File: src/rtl/aqp_esp_uart_pkg.sv
// Shared types and constants for the ESP link UART receiver.
// Word layout pushed into the receive FIFO: {brk_flag, byte}.
package aqp_esp_uart_pkg;

   localparam int ESP_WORD_W  = 9;
   localparam int ESP_BRK_BIT = 8;

   // Receiver frame states; PARITY is only reachable in 8E1 builds.
   typedef enum logic [2:0] {
      IDLE,
      START,
      DATA,
      PARITY,
      STOP,
      WAIT_HIGH
   } rx_state_e;

endpackage

File: src/rtl/aqp_esp_uart_rx_fifo.sv
// Synchronous receive FIFO for ESP words.
// Pointers carry one extra wrap bit so all 2**FIFO_AW entries are usable.
// A pop registers mem[rdptr] into rddata; rddata holds otherwise.
// A write into a full FIFO is ignored, even when a pop happens the same cycle.
module aqp_esp_uart_rx_fifo
   import aqp_esp_uart_pkg::*;
#(
   parameter int FIFO_AW = 4
) (
   input  logic                  clk,
   input  logic                  reset,
   input  logic [ESP_WORD_W-1:0] wrdata,
   input  logic                  wr_en,
   output logic [ESP_WORD_W-1:0] rddata,
   input  logic                  rd_en,
   output logic                  empty,
   output logic                  full,
   output logic [FIFO_AW:0]      count
);

   localparam int DEPTH = 2 ** FIFO_AW;

   logic [ESP_WORD_W-1:0] mem_q [DEPTH];
   logic [FIFO_AW:0]      wrptr_q;
   logic [FIFO_AW:0]      rdptr_q;
   logic [ESP_WORD_W-1:0] rddata_q;
   logic                  do_wr;
   logic                  do_rd;

   assign empty  = (wrptr_q == rdptr_q);
   assign full   = (wrptr_q[FIFO_AW-1:0] == rdptr_q[FIFO_AW-1:0]) &&
                   (wrptr_q[FIFO_AW] != rdptr_q[FIFO_AW]);
   assign count  = wrptr_q - rdptr_q;
   assign do_wr  = wr_en && !full;
   assign do_rd  = rd_en && !empty;
   assign rddata = rddata_q;

   // Pointer and read-data registers.
   always_ff @(posedge clk) begin
      if (reset) begin
         wrptr_q  <= '0;
         rdptr_q  <= '0;
         rddata_q <= '0;
      end else begin
         if (do_wr) wrptr_q <= wrptr_q + 1'b1;
         if (do_rd) begin
            rddata_q <= mem_q[rdptr_q[FIFO_AW-1:0]];
            rdptr_q  <= rdptr_q + 1'b1;
         end
      end
   end

   // Storage array write port.
   // NOTE: the array has no reset so it maps onto distributed RAM; the pointers alone define which entries are valid.
   always_ff @(posedge clk) begin
      if (do_wr) mem_q[wrptr_q[FIFO_AW-1:0]] <= wrdata;
   end

endmodule

File: src/rtl/aqp_esp_uart_rx.sv
// UART receiver for the ESP link: 8N1 frames into 9-bit {brk_flag, byte}
// words, buffered in a FIFO, with RTS flow control back to the ESP.
// Optional build macro AQP_ESP_UART_RX_PARITY_EN selects 8E1 framing and
// adds the sticky parity_err output.
module aqp_esp_uart_rx
   import aqp_esp_uart_pkg::*;
#(
   parameter int BIT_CYCLES = 25,
   parameter int FIFO_AW    = 4,
   parameter int RTS_MARGIN = 4
) (
   input  logic                  clk,
   input  logic                  reset,
   input  logic                  uart_rxd,
   output logic                  uart_rts_n,
   output logic [ESP_WORD_W-1:0] rddata,
   input  logic                  rd_en,
   output logic                  empty,
   output logic                  full,
   output logic                  framing_err,
   output logic                  overflow_err,
`ifdef AQP_ESP_UART_RX_PARITY_EN
   output logic                  parity_err,
`endif
   input  logic                  err_clr
);

   localparam int CNT_W = $clog2(BIT_CYCLES);
   localparam logic [CNT_W-1:0]   CNT_LAST  = CNT_W'(BIT_CYCLES - 1);
   localparam logic [CNT_W-1:0]   CNT_HALF  = CNT_W'(BIT_CYCLES / 2 - 1);
   localparam logic [FIFO_AW:0]   RTS_LEVEL = (FIFO_AW + 1)'(2 ** FIFO_AW - RTS_MARGIN);

   logic                  rx_meta_q;
   logic                  rxs_q;
   rx_state_e             state_q, state_d;
   logic [CNT_W-1:0]      cnt_q, cnt_d;
   logic [2:0]            bit_idx_q, bit_idx_d;
   logic [7:0]            shift_q, shift_d;
   logic                  brk_pending_q, brk_pending_d;
   logic                  push;
   logic                  set_framing;
   logic [ESP_WORD_W-1:0] push_word;
   logic                  brk_par_ok;
   logic                  push_ok;
   logic                  framing_err_q;
   logic                  overflow_err_q;
   logic                  rts_n_q;
   logic                  fifo_full;
   logic                  fifo_empty;
   logic [FIFO_AW:0]      fifo_count;

`ifdef AQP_ESP_UART_RX_PARITY_EN
   logic par_bit_q, par_bit_d;
   logic par_bad_q, par_bad_d;
   logic set_parity;
   logic parity_err_q;

   // A break must also have a low parity bit; a bad parity byte is never pushed.
   assign brk_par_ok = !par_bit_q;
   assign push_ok    = !par_bad_q;
   assign parity_err = parity_err_q;
`else
   assign brk_par_ok = 1'b1;
   assign push_ok    = 1'b1;
`endif

   assign push_word[ESP_BRK_BIT]     = brk_pending_q;
   assign push_word[ESP_BRK_BIT-1:0] = shift_q;

   // Two-flop synchroniser for the asynchronous serial input; idles high.
   // NOTE: clocked state uses <= so every flop samples pre-edge values regardless of statement order.
   always_ff @(posedge clk) begin
      if (reset) begin
         rx_meta_q <= 1'b1;
         rxs_q     <= 1'b1;
      end else begin
         rx_meta_q <= uart_rxd;
         rxs_q     <= rx_meta_q;
      end
   end

   // Receiver state register: FSM, bit timer, data shifter, break marker.
   always_ff @(posedge clk) begin
      if (reset) begin
         state_q       <= IDLE;
         cnt_q         <= '0;
         bit_idx_q     <= '0;
         shift_q       <= '0;
         brk_pending_q <= 1'b0;
`ifdef AQP_ESP_UART_RX_PARITY_EN
         par_bit_q     <= 1'b0;
         par_bad_q     <= 1'b0;
`endif
      end else begin
         state_q       <= state_d;
         cnt_q         <= cnt_d;
         bit_idx_q     <= bit_idx_d;
         shift_q       <= shift_d;
         brk_pending_q <= brk_pending_d;
`ifdef AQP_ESP_UART_RX_PARITY_EN
         par_bit_q     <= par_bit_d;
         par_bad_q     <= par_bad_d;
`endif
      end
   end

   // Next-state logic: mid-bit sampling, frame decode, push and error events.
   always_comb begin
      // NOTE: every output gets a default first so no path can infer a latch.
      state_d       = state_q;
      cnt_d         = cnt_q + 1'b1;
      bit_idx_d     = bit_idx_q;
      shift_d       = shift_q;
      brk_pending_d = brk_pending_q;
      push          = 1'b0;
      set_framing   = 1'b0;
`ifdef AQP_ESP_UART_RX_PARITY_EN
      par_bit_d     = par_bit_q;
      par_bad_d     = par_bad_q;
      set_parity    = 1'b0;
`endif
      unique case (state_q)
         IDLE: begin
            cnt_d = '0;
            if (!rxs_q) state_d = START;
         end
         START: begin
            if (cnt_q == CNT_HALF) begin
               cnt_d     = '0;
               bit_idx_d = '0;
               state_d   = rxs_q ? IDLE : DATA;
            end
         end
         DATA: begin
            if (cnt_q == CNT_LAST) begin
               cnt_d     = '0;
               shift_d   = {rxs_q, shift_q[7:1]};
               bit_idx_d = bit_idx_q + 1'b1;
               if (bit_idx_q == 3'd7) begin
`ifdef AQP_ESP_UART_RX_PARITY_EN
                  state_d = PARITY;
`else
                  state_d = STOP;
`endif
               end
            end
         end
`ifdef AQP_ESP_UART_RX_PARITY_EN
         PARITY: begin
            if (cnt_q == CNT_LAST) begin
               cnt_d      = '0;
               par_bit_d  = rxs_q;
               // Even parity: data ones plus parity bit must be even.
               par_bad_d  = (rxs_q != ^shift_q);
               set_parity = (rxs_q != ^shift_q);
               state_d    = STOP;
            end
         end
`endif
         STOP: begin
            if (cnt_q == CNT_LAST) begin
               cnt_d = '0;
               if (rxs_q) begin
                  push          = push_ok;
                  brk_pending_d = 1'b0;
                  state_d       = IDLE;
               end else if (shift_q == 8'h00 && brk_par_ok) begin
                  brk_pending_d = 1'b1;
                  state_d       = WAIT_HIGH;
               end else begin
                  set_framing = 1'b1;
                  state_d     = WAIT_HIGH;
               end
            end
         end
         WAIT_HIGH: begin
            cnt_d = '0;
            if (rxs_q) state_d = IDLE;
         end
         default: begin
            cnt_d   = '0;
            state_d = IDLE;
         end
      endcase
   end

   // Sticky error flags and registered RTS; a set event beats err_clr.
   always_ff @(posedge clk) begin
      if (reset) begin
         framing_err_q  <= 1'b0;
         overflow_err_q <= 1'b0;
         rts_n_q        <= 1'b0;
`ifdef AQP_ESP_UART_RX_PARITY_EN
         parity_err_q   <= 1'b0;
`endif
      end else begin
         framing_err_q  <= set_framing | (framing_err_q & ~err_clr);
         overflow_err_q <= (push & fifo_full) | (overflow_err_q & ~err_clr);
         rts_n_q        <= (fifo_count >= RTS_LEVEL);
`ifdef AQP_ESP_UART_RX_PARITY_EN
         parity_err_q   <= set_parity | (parity_err_q & ~err_clr);
`endif
      end
   end

   aqp_esp_uart_rx_fifo #(
      .FIFO_AW (FIFO_AW)
   ) u_fifo (
      .clk    (clk),
      .reset  (reset),
      .wrdata (push_word),
      .wr_en  (push),
      .rddata (rddata),
      .rd_en  (rd_en),
      .empty  (fifo_empty),
      .full   (fifo_full),
      .count  (fifo_count)
   );

   assign empty        = fifo_empty;
   assign full         = fifo_full;
   assign uart_rts_n   = rts_n_q;
   assign framing_err  = framing_err_q;
   assign overflow_err = overflow_err_q;

endmodule

File: config.mk
export PLATFORM = sky130hd
export DESIGN_NAME = aqp_esp_uart_rx
export DESIGN_NICKNAME = d
export VERILOG_FILES = /design/src/rtl/aqp_esp_uart_pkg.sv /design/src/rtl/aqp_esp_uart_rx_fifo.sv /design/src/rtl/aqp_esp_uart_rx.sv
export SDC_FILE = /design/constraint.sdc
export NUM_CORES = 1
export LEC_CHECK = 0
export ABC_AREA = 1
export CAP_MARGIN = 20
export CELL_PAD_IN_SITES_DETAIL_PLACEMENT = 1
export CELL_PAD_IN_SITES_GLOBAL_PLACEMENT = 2
export CORE_ASPECT_RATIO = 1.5
export CORE_UTILIZATION = 35
export CTS_BUF_LIST = sky130_fd_sc_hd__clkbuf_16
export DETAILED_ROUTE_END_ITERATION = 7
export GPL_TIMING_DRIVEN = 0
export PLACE_DENSITY = 0.8
export SETUP_SLACK_MARGIN = 0.2
export SLEW_MARGIN = 20
export SYNTH_ARGS = -nofsm -noshare
export SYNTH_HDL_FRONTEND = slang
export SYNTH_HIERARCHICAL = 1
export SYNTH_SLANG_ARGS = --single-unit
File: constraint.sdc
create_clock -name clk -period 4.1 [get_ports clk]
set_clock_uncertainty 0.1 [all_clocks]
set_input_delay 0.615 -clock clk [delete_from_list [all_inputs] [get_ports clk]]
set_output_delay 0.615 -clock clk [all_outputs]
set_load 0.005 [all_outputs]
; ---- After elaboration in Yosys (flattened, before gate mapping)
; Memory sizes are Yosys's and may differ from the RTL's. A register that Yosys moved wholly into a read port is not among the register bits.
; Index checks and enable logic that the tools add are counted.
[word_totals]
ramBits = 144
mem_count = 1
inputBits = 5
register_bits = 35
word_cells = 81
[op_classes]
bitwise_logic = 6
add_sub_neg = 5
n_reduce_logical = 14
n_eq_ne = 16
mux = 26
magnitude_cmp = 1
[memory_table]
columns = name, depth, word_bits, rd, rd_ports_with_merged_regs, wr, line
row1 = u_fifo.mem_q, 16, 9, 1, 1, 1, aqp_esp_uart_rx_fifo.sv:23  ; logic [ESP_WORD_W-1:0] mem_q [DEPTH];
[ops]
columns = cell, count
row1 = $mux 3, 9
row2 = $add 5x1->5 const B, 3
row3 = $pmux 3 s5, 1
row4 = $ne 2x2->1 const B, 6
row5 = $mux 1, 11
row6 = $mux 5, 2
row7 = $pmux 5 s2, 1
row8 = $eq 3x3->1 const B, 3
row9 = $logic_not 8->1, 1
row10 = $pmux 3 s2, 1
row11 = $reduce_and 3->1, 2
row12 = $reduce_and 6->1, 1
row13 = $eq 5x4->1 const B, 1
row14 = $eq 5x5->1, 1
row15 = $eq 5x5->1 const B, 1
row16 = $ge 5x4->1 const B, 1
row17 = $sub 5x5->5, 1
row18 = $eq 4x4->1, 1
row19 = $reduce_bool 2->1, 2
row20 = $add 3x1->3 const B, 1
row21 = $and 1x1->1, 3
row22 = $eq 3x1->1 const B, 1
row23 = $eq 3x2->1 const B, 1
row24 = $logic_and 1x1->1, 3
row25 = other kinds (8), 10

; ---- Depth between registers and ports, before layout
; Gate-level depths: netlist of the first run.
[depth]
word_depth = 6
ltp_mapped = 13
mapped_depth_nobuf = 12

; ---- Cells and area by module
; The synthesis of the first run kept the hierarchy.
[modules_own_cells]
columns = module, cells_per_inst, n_inst, area_per_inst_um2, seq_area_each_um2
row1 = aqp_esp_uart_rx_fifo, 701, 1, 7118.1, 4704.5
row2 = aqp_esp_uart_rx, 166, 1, 1194.9, 500.5

; ---- Least setup slack after synthesis of the first run
; No wires, ideal clock.
[synth_timing]
kind = register to register
start = register u_fifo.rdptr_q[2]
end = memory u_fifo.mem_q[7][0], enable pin
path_stages_with_launch = 10
arrival_ps = 2112
path_buffers = 2
t_required_ps = 3613
setup_slack_ps = 1502
period_less_slack_ps = 2598
setup_time_ps = 387
cell_sequence = dfxtp_1 inv_1 clkbuf_1 ha_1 nand2_2 nor2_2 nand2_1 nand2_1 buf_4 nor3_1
[synth_via]
elab_chain_len = 6
[synth_lines]
columns = element, line
row1 = "start, declared", aqp_esp_uart_rx_fifo.sv:25  ; logic [FIFO_AW:0] rdptr_q;
row2 = "start signal, assigned", aqp_esp_uart_rx_fifo.sv:48  ; rdptr_q <= rdptr_q + 1'b1;
row3 = $eq 4x4->1, aqp_esp_uart_rx_fifo.sv:31  ; assign full = (wrptr_q[FIFO_AW-1:0] == rdptr_q[FIFO_AW-1:0]) &&
row4 = $logic_and 1x1->1, aqp_esp_uart_rx_fifo.sv:31
row5 = $logic_not 1->1, aqp_esp_uart_rx_fifo.sv:34  ; assign do_wr = wr_en && !full;
row6 = $logic_and 1x1->1, aqp_esp_uart_rx_fifo.sv:34
row7 = $mux 1, aqp_esp_uart_rx_fifo.sv:56  ; if (do_wr) mem_q[wrptr_q[FIFO_AW-1:0]] <= wrdata;
row8 = $mux 1 (not written as such), aqp_esp_uart_rx_fifo.sv:56
row9 = "end, declared", aqp_esp_uart_rx_fifo.sv:23
; No other way between the ends.

; ---- Worst setup path in the final report of the first run
[layout_timing]
start = register u_fifo.rdptr_q[2]
end = output full
[layout_via]
elab_chain_len = 2
[layout_lines]
columns = element, line
row1 = $eq 4x4->1, aqp_esp_uart_rx_fifo.sv:31
row2 = $logic_and 1x1->1, aqp_esp_uart_rx_fifo.sv:31
row3 = "end, declared", aqp_esp_uart_rx.sv:19  ; output logic full,
; No other way between the ends.

==> results.toml, run 1 <==
[run_status]
status = "finished, final reports clean"

[pwr]
max-vdd-ir-drop_uv = 287
finalPower_mw = 4.40
cellPowerDensity_nw_per_um2 = 464
power_leakage_nw = 4.00

[placed_design]
dp_cells = 1201
hpwl_mm = 15.0
routabilityCongestion = 0.781
portBuffers = 18

[final_layout]
fillCellCount = 2693
drive_above_1_share_pct = 9.91
final_util_pct = 41.0
nets = 924
instances_no_fill = 1233
antenna_cells = 0
area_growth_pct = 14.2

[clocking]
clock_sinks = 188
cts_buffers = 17
path_clk_slew_ns = 0.07
cts_resized = 0
clk_latency_ns = 0.44
cts_setup_buffers = 0
cts_tree = "yes"
clock_path_buffers = 2
hold_buffers = 0
cts_root_buf = "clkbuf_16"
htreeDepth = 4

[critical_path]
crit_path_start_kind = "flip-flop"
worstPathArrival_ns = 2.58
reg2reg_depth = 10
cp_num_buf_inv = 4
r2r_slack_ns = 0.81
cp_slowest_stage_delay_ns = 0.50
endpoint_kind = "output port"
critPathKind = "reg -> out"
crit_top_cell = "inv_1"
r2r_end = "u_fifo/mem_q[6][6]$_DFFE_PP_"
cp_top_family = "buffers and inverters"
crit_required_ns = 3.38
path_cells = "inv_1 -> clkbuf_1 -> ha_1 -> nand2_2 -> nor2_2 -> nand2_1 -> inv_1 -> clkdlybuf4s50_1"
r2r-start = "u_fifo/rdptr_q[2]$_SDFFE_PP0P_"
cp_slowest_cell = "clkdlybuf4s50_1"
crit_fanout = 10

[hold_path]
hp-start = "rx_meta_q$_SDFF_PP1_"
min_to = "rxs_q$_SDFF_PP1_"
hold_depth = 1
hp-class = "reg -> reg"

[logic_synthesis]
syn_avg_cell_area_um2 = 9.59
synthesis.area_um2 = 8310
postSynthCellCount = 866
yosysWarnings = 6
synth_nets = 885

[timing]
final_hold_viol_count = 0
setup_viol = 0
post-route-period-util_pct = 80.4
max_freq_ghz = 0.303
drv_slew = 0
post-route-min-period_ns = 3.30
tightest_slew_ns = 0.999
rsz0062_at_grt = "no"
setup-tns-final_ns = 0
slew_headroom_pct = 33.2

[die]
initial_core_util_pct = 35.9
die-area_um2 = 24400
fp-row-count = 68
ioPinCount = 19
die_w_um = 128
core-area_um2 = 23100
die_h_um = 191

[global_routing]
grt.overflow.total = 0
grt_first_pass_wirelength_mm = 34.8
antenna_found_initial = 0
grt_pass1_vias = 6170
grt_max_degree = 20
grt_usage_pct = 19.4

[routing]
dr.pass1.iters = 4
ant_nets = 0
viasPerCell = 4.80
routed_wl_mm = 21.7
post-route-drc-count = 0
vias = 5924
wl_per_cell_um = 17.6
drtIter0Drc = 363

[job]
max-cap-violations = 0
[cell usage in the layout (no fill, tap or decap), drive strengths merged]
cell / n
o21ai: 26
edfxtp: 144
inv: 130
a21oi: 37
nor2: 71
fa: 1
nand2: 231
nand4: 1
xor2: 7
nor3: 5
xnor2: 2
or2: 3
ha: 13
dfxtp: 44
bufinv: 2
nand3: 119
clkdlybuf4s50: 18
clkinv: 9
clkbuf: 22
buf: 29
clkinvlp: 4
[state kept, by name (all words and copies together) (netlist names)]
name	count
u_fifo/mem_q	144
u_fifo/rddata	9
shift_q	8
cnt_q	5
u_fifo/rdptr_q	5
u_fifo/wrptr_q	5
bit_idx_q	3
state_q	3
brk_pending_q	1
framing_err	1
overflow_err	1
rx_meta_q	1
rxs_q	1
uart_rts_n	1
[routing by layer]
| layer | global-route usage [%] | vias to the layer above | part of all wire, % | routed length, um |
|---|---|---|---|---|
| met3 | 2.44 | 16 | 1.7 | 366 |
| met4 | 6.24 | 0 | 1.4 | 297 |
| li1 | - | 2882 | - | - |
| met5 | 0 | - | 0 | 0 |
| met1 | 22.8 | 2961 | 43 | 9260 |
| met2 | 36.1 | 65 | 54 | 11700 |
[worst max path at each step]
stage | start | end | slack, ns | cells after the start
floorplan | u_fifo/rdptr_q[2]$_SDFFE_PP0P_ | u_fifo/mem_q[7][0]$_DFFE_PP_ | 1.50 | 9
global placement | u_fifo/rdptr_q[2]$_SDFFE_PP0P_ | u_fifo/mem_q[7][0]$_DFFE_PP_ | 0.39 | 9
detailed placement | u_fifo/rdptr_q[2]$_SDFFE_PP0P_ | u_fifo/mem_q[10][4]$_DFFE_PP_ | 0.74 | 10
CTS | u_fifo/rdptr_q[2]$_SDFFE_PP0P_ | u_fifo/mem_q[10][8]$_DFFE_PP_ | 0.72 | 10
global route | u_fifo/rdptr_q[2]$_SDFFE_PP0P_ | u_fifo/mem_q[10][8]$_DFFE_PP_ | 0.68 | 10
finish | u_fifo/rdptr_q[2]$_SDFFE_PP0P_ | full | 0.80 | 8
[report_power, final]
group	total, mW	switching, mW	internal [mW]
sequential	2.11	0.0431	2.06
clock	1.64	0.742	0.895
combinational	0.661	0.436	0.225
total	4.40	1.22	3.18
[cell type report]
cell class | count | area [um^2] | share of cell area, %
buffer | 32 | 171 | 1.81
clock inverter | 15 | 149 | 1.57
inverter | 130 | 490 | 5.17
timing repair buffer | 20 | 195 | 2.06
tap | 315 | 394 | 4.15
sequential | 188 | 5200 | 54.9
multi-input combinational | 516 | 2460 | 25.9
clock buffer | 17 | 425 | 4.48
[metrics by stage]
| stage | instance area (um^2) | hold WS, ns | setup WS [ns] |
|---|---|---|---|
| floorplan | 8310 | 0.292 | 1.50 |
| detailed placement | 8910 | 0.306 | 0.738 |
| global placement | 8880 | 0.298 | 0.387 |
| CTS | 9490 | 0.325 | 0.724 |
| global route | 9490 | 0.329 | 0.679 |
| finish | 9490 | 0.316 | 0.803 |
Power figures use the tool's default switching activity.
==> run 2: changes to the inputs <==
--- a/config.mk
+++ b/config.mk
@@ -14,7 +14,7 @@
 export CTS_BUF_LIST = sky130_fd_sc_hd__clkbuf_16
 export DETAILED_ROUTE_END_ITERATION = 7
 export GPL_TIMING_DRIVEN = 0
-export PLACE_DENSITY = 0.8
+export PLACE_DENSITY = 0.83
 export SETUP_SLACK_MARGIN = 0.2
 export SLEW_MARGIN = 20
 export SYNTH_ARGS = -nofsm -noshare
==> constraint.sdc (replaced) <==
create_clock -name clk -period 2.8 [get_ports clk]
set_clock_uncertainty 0.1 [all_clocks]
set_input_delay 0.42 -clock clk [delete_from_list [all_inputs] [get_ports clk]]
set_output_delay 0.42 -clock clk [all_outputs]
set_load 0.005 [all_outputs]
==> run 2 against run 1 <==
Flip-flop and latch count unchanged. Sequential power rose by 46%. Critical path depth rose by 5. First-iteration DRC count shrank 9.4%. Power increased by 48%. Register-to-register slack worse by 0.51 ns. Clock-buffer cell count unchanged. Global-route usage fell by 0.31 points. Sequential share of layout area shrank 2.3 points.
==> results.toml, run 2 (synthesis results as in run 1) <==
[die]
die_w_um = 128
core-area_um2 = 23100
die-area_um2 = 24400
die_h_um = 191
fp-row-count = 68
initial_core_util_pct = 35.9
ioPinCount = 19

[pwr]
power_leakage_nw = 4.12
p_int_mw = 4.76
p_comb_share_pct = 15.0
switching_share_pct = 27.1
cellPowerDensity_nw_per_um2 = 659
p_clk_share_pct = 37.7
share_seq_of_total_power_pct = 47.2
max-vdd-ir-drop_uv = 368
finalPower_mw = 6.53
switching_power_mw = 1.77

[global_routing]
grt.overflow.total = 0
grt_first_pass_wirelength_mm = 34.3
grt_pass1_vias = 6171
antenna_found_initial = 0
grt_usage_pct = 19.1
grt_max_degree = 20

[final_layout]
final_common_cell = "nand2_1"
antenna_cells = 0
nets = 936
fillCellCount = 2650
area_growth_pct = 19.4
drive_above_1_share_pct = 13.4
mostFrequentLayoutCells = "nand2_1 (222), edfxtp_1 (144), inv_1 (126)"
largest_register_ffs = 144

[placed_design]
routabilityCongestion = 0.760
portBuffers = 18
hpwl_mm = 14.7

[clocking]
cts_tree = "yes"
cts_buffers = 17
cts_root_buf = "clkbuf_16"
clock_sinks = 188
htreeDepth = 4
path_clk_slew_ns = 0.07
clock_path_buffers = 2
hold_buffers = 0
clk_latency_ns = 0.44

[timing]
post-route-min-period_ns = 2.50
final_hold_viol_count = 0
setup-tns-final_ns = 0
tightest_slew_ns = 0.859
post-route-period-util_pct = 89.4
drv_slew = 0
rsz0062_at_grt = "yes"
slew_headroom_pct = 42.7
max_freq_ghz = 0.399
setup_viol = 0

[critical_path]
worstPathArrival_ns = 2.57
path_cells = "inv_1 -> ha_1 -> nand2_1 -> inv_1 -> nand2_2 -> nor2_1 -> nand2_1 -> inv_2 -> nand2_1 -> inv_1 -> nand2_1 -> nor2_4 -> buf_12"
cp_slowest_stage_delay_ns = 0.34
cp_top_family = "simple AND/OR/NAND/NOR gates"
crit_fanout = 9
crit_top_cell = "nand2_1"
cp_slowest_cell = "dfxtp_1"
endpoint_kind = "flip-flop"
crit_required_ns = 2.86
crit_path_start_kind = "flip-flop"
cp_num_buf_inv = 5
critPathKind = "reg -> reg"

[routing]
post-route-drc-count = 0
vias = 6013
wl_per_cell_um = 17.5
ant_nets = 0
routed_wl_mm = 21.8
dr.pass1.iters = 4
drtIter0Drc = 329
viasPerCell = 4.83

[job]
max-cap-violations = 0

[hold_path]
hp-class = "reg -> reg"

[run_status]
status = "finished, final reports clean"
-- run 2: cell count changes in the layout (fill, tap and decap cells not counted), moves of 2 or more --
cell / change
nor2_1: -13
buf_12: +12
nor2_4: +12
clkinv_2: -3
dfxtp_1: -3
ha_1: -3
ha_4: +3
buf_2: -2
clkdlybuf4s50_1: -2
dfxtp_2: +2
dlygate4sd2_1: +2
nand2_1: -2
nand2_2: +2
-- run 2: worst paths after layout --
kind	startpoint	end	slack, ns	cells past startpoint
setup / recovery	cnt_q[0]$_SDFF_PP0_	u_fifo/mem_q[13][7]$_DFFE_PP_	0.30	13
hold / removal	rx_meta_q$_SDFF_PP1_	rxs_q$_SDFF_PP1_	0.32	1
setup reg to reg	cnt_q[0]$_SDFF_PP0_	u_fifo/mem_q[13][7]$_DFFE_PP_	0.30	13
hold reg to reg	rx_meta_q$_SDFF_PP1_	rxs_q$_SDFF_PP1_	0.32	1
-- run 2: timing repair --
| item | 4_1_cts | 5_1_grt |
|---|---|---|
| endpoints found under the setup margin | 144 | 118 |
| pin swaps | 1 | 12 |
| gates resized for setup | 41 | 6 |
| setup buffers | 1 | 11 |
-- run 2: cell type report --
cell class / count / area [um^2] / area share (%)
clock inverter: 15 / 176 / 1.78
clock buffer: 17 / 425 / 4.29
timing repair buffer: 32 / 420 / 4.24
multi-input combinational: 516 / 2600 / 26.2
tap: 315 / 394 / 3.97
inverter: 130 / 490 / 4.94
sequential: 188 / 5210 / 52.5
buffer: 32 / 203 / 2.04
-- run 2: stage by stage --
stage / setup WS, ns / util (%) / instance area (um^2) / hold WS [ns] / instances
after floorplan: 0.202 / - / 8310 / 0.292 / 866
final: 0.295 / 42.9 / 9920 / 0.322 / 1245
after global placement: -0.878 / 38.4 / 8880 / 0.298 / 1199
after global routing: 0.0930 / 42.9 / 9920 / 0.345 / 1245
after detailed placement: -0.456 / 38.5 / 8910 / 0.305 / 1201
after CTS: 0.204 / 41.9 / 9690 / 0.322 / 1234
-- run 2: power groups by stage --
stage | Clock, mW | Sequential [mW] | Combinational (mW)
2_1_floorplan | 0 | 3.13 | 0.669
3_3_place_gp | 0 | 3.14 | 0.964
3_5_place_dp | 0 | 3.15 | 0.976
4_1_cts | 2.51 | 3.09 | 0.998
5_1_grt | 2.60 | 3.09 | 1.12
6_report | 2.46 | 3.09 | 0.983
-- run 2: metal layers --
layer / wire length (um) / track usage, % / vias to the layer above
met1: 8750 / 22.2 / 2960
met4: 703 / 9.55 / 0
met5: 0 / 0 / -
li1: - / - / 2910
met3: 721 / 2.53 / 34
met2: 11700 / 34.3 / 109
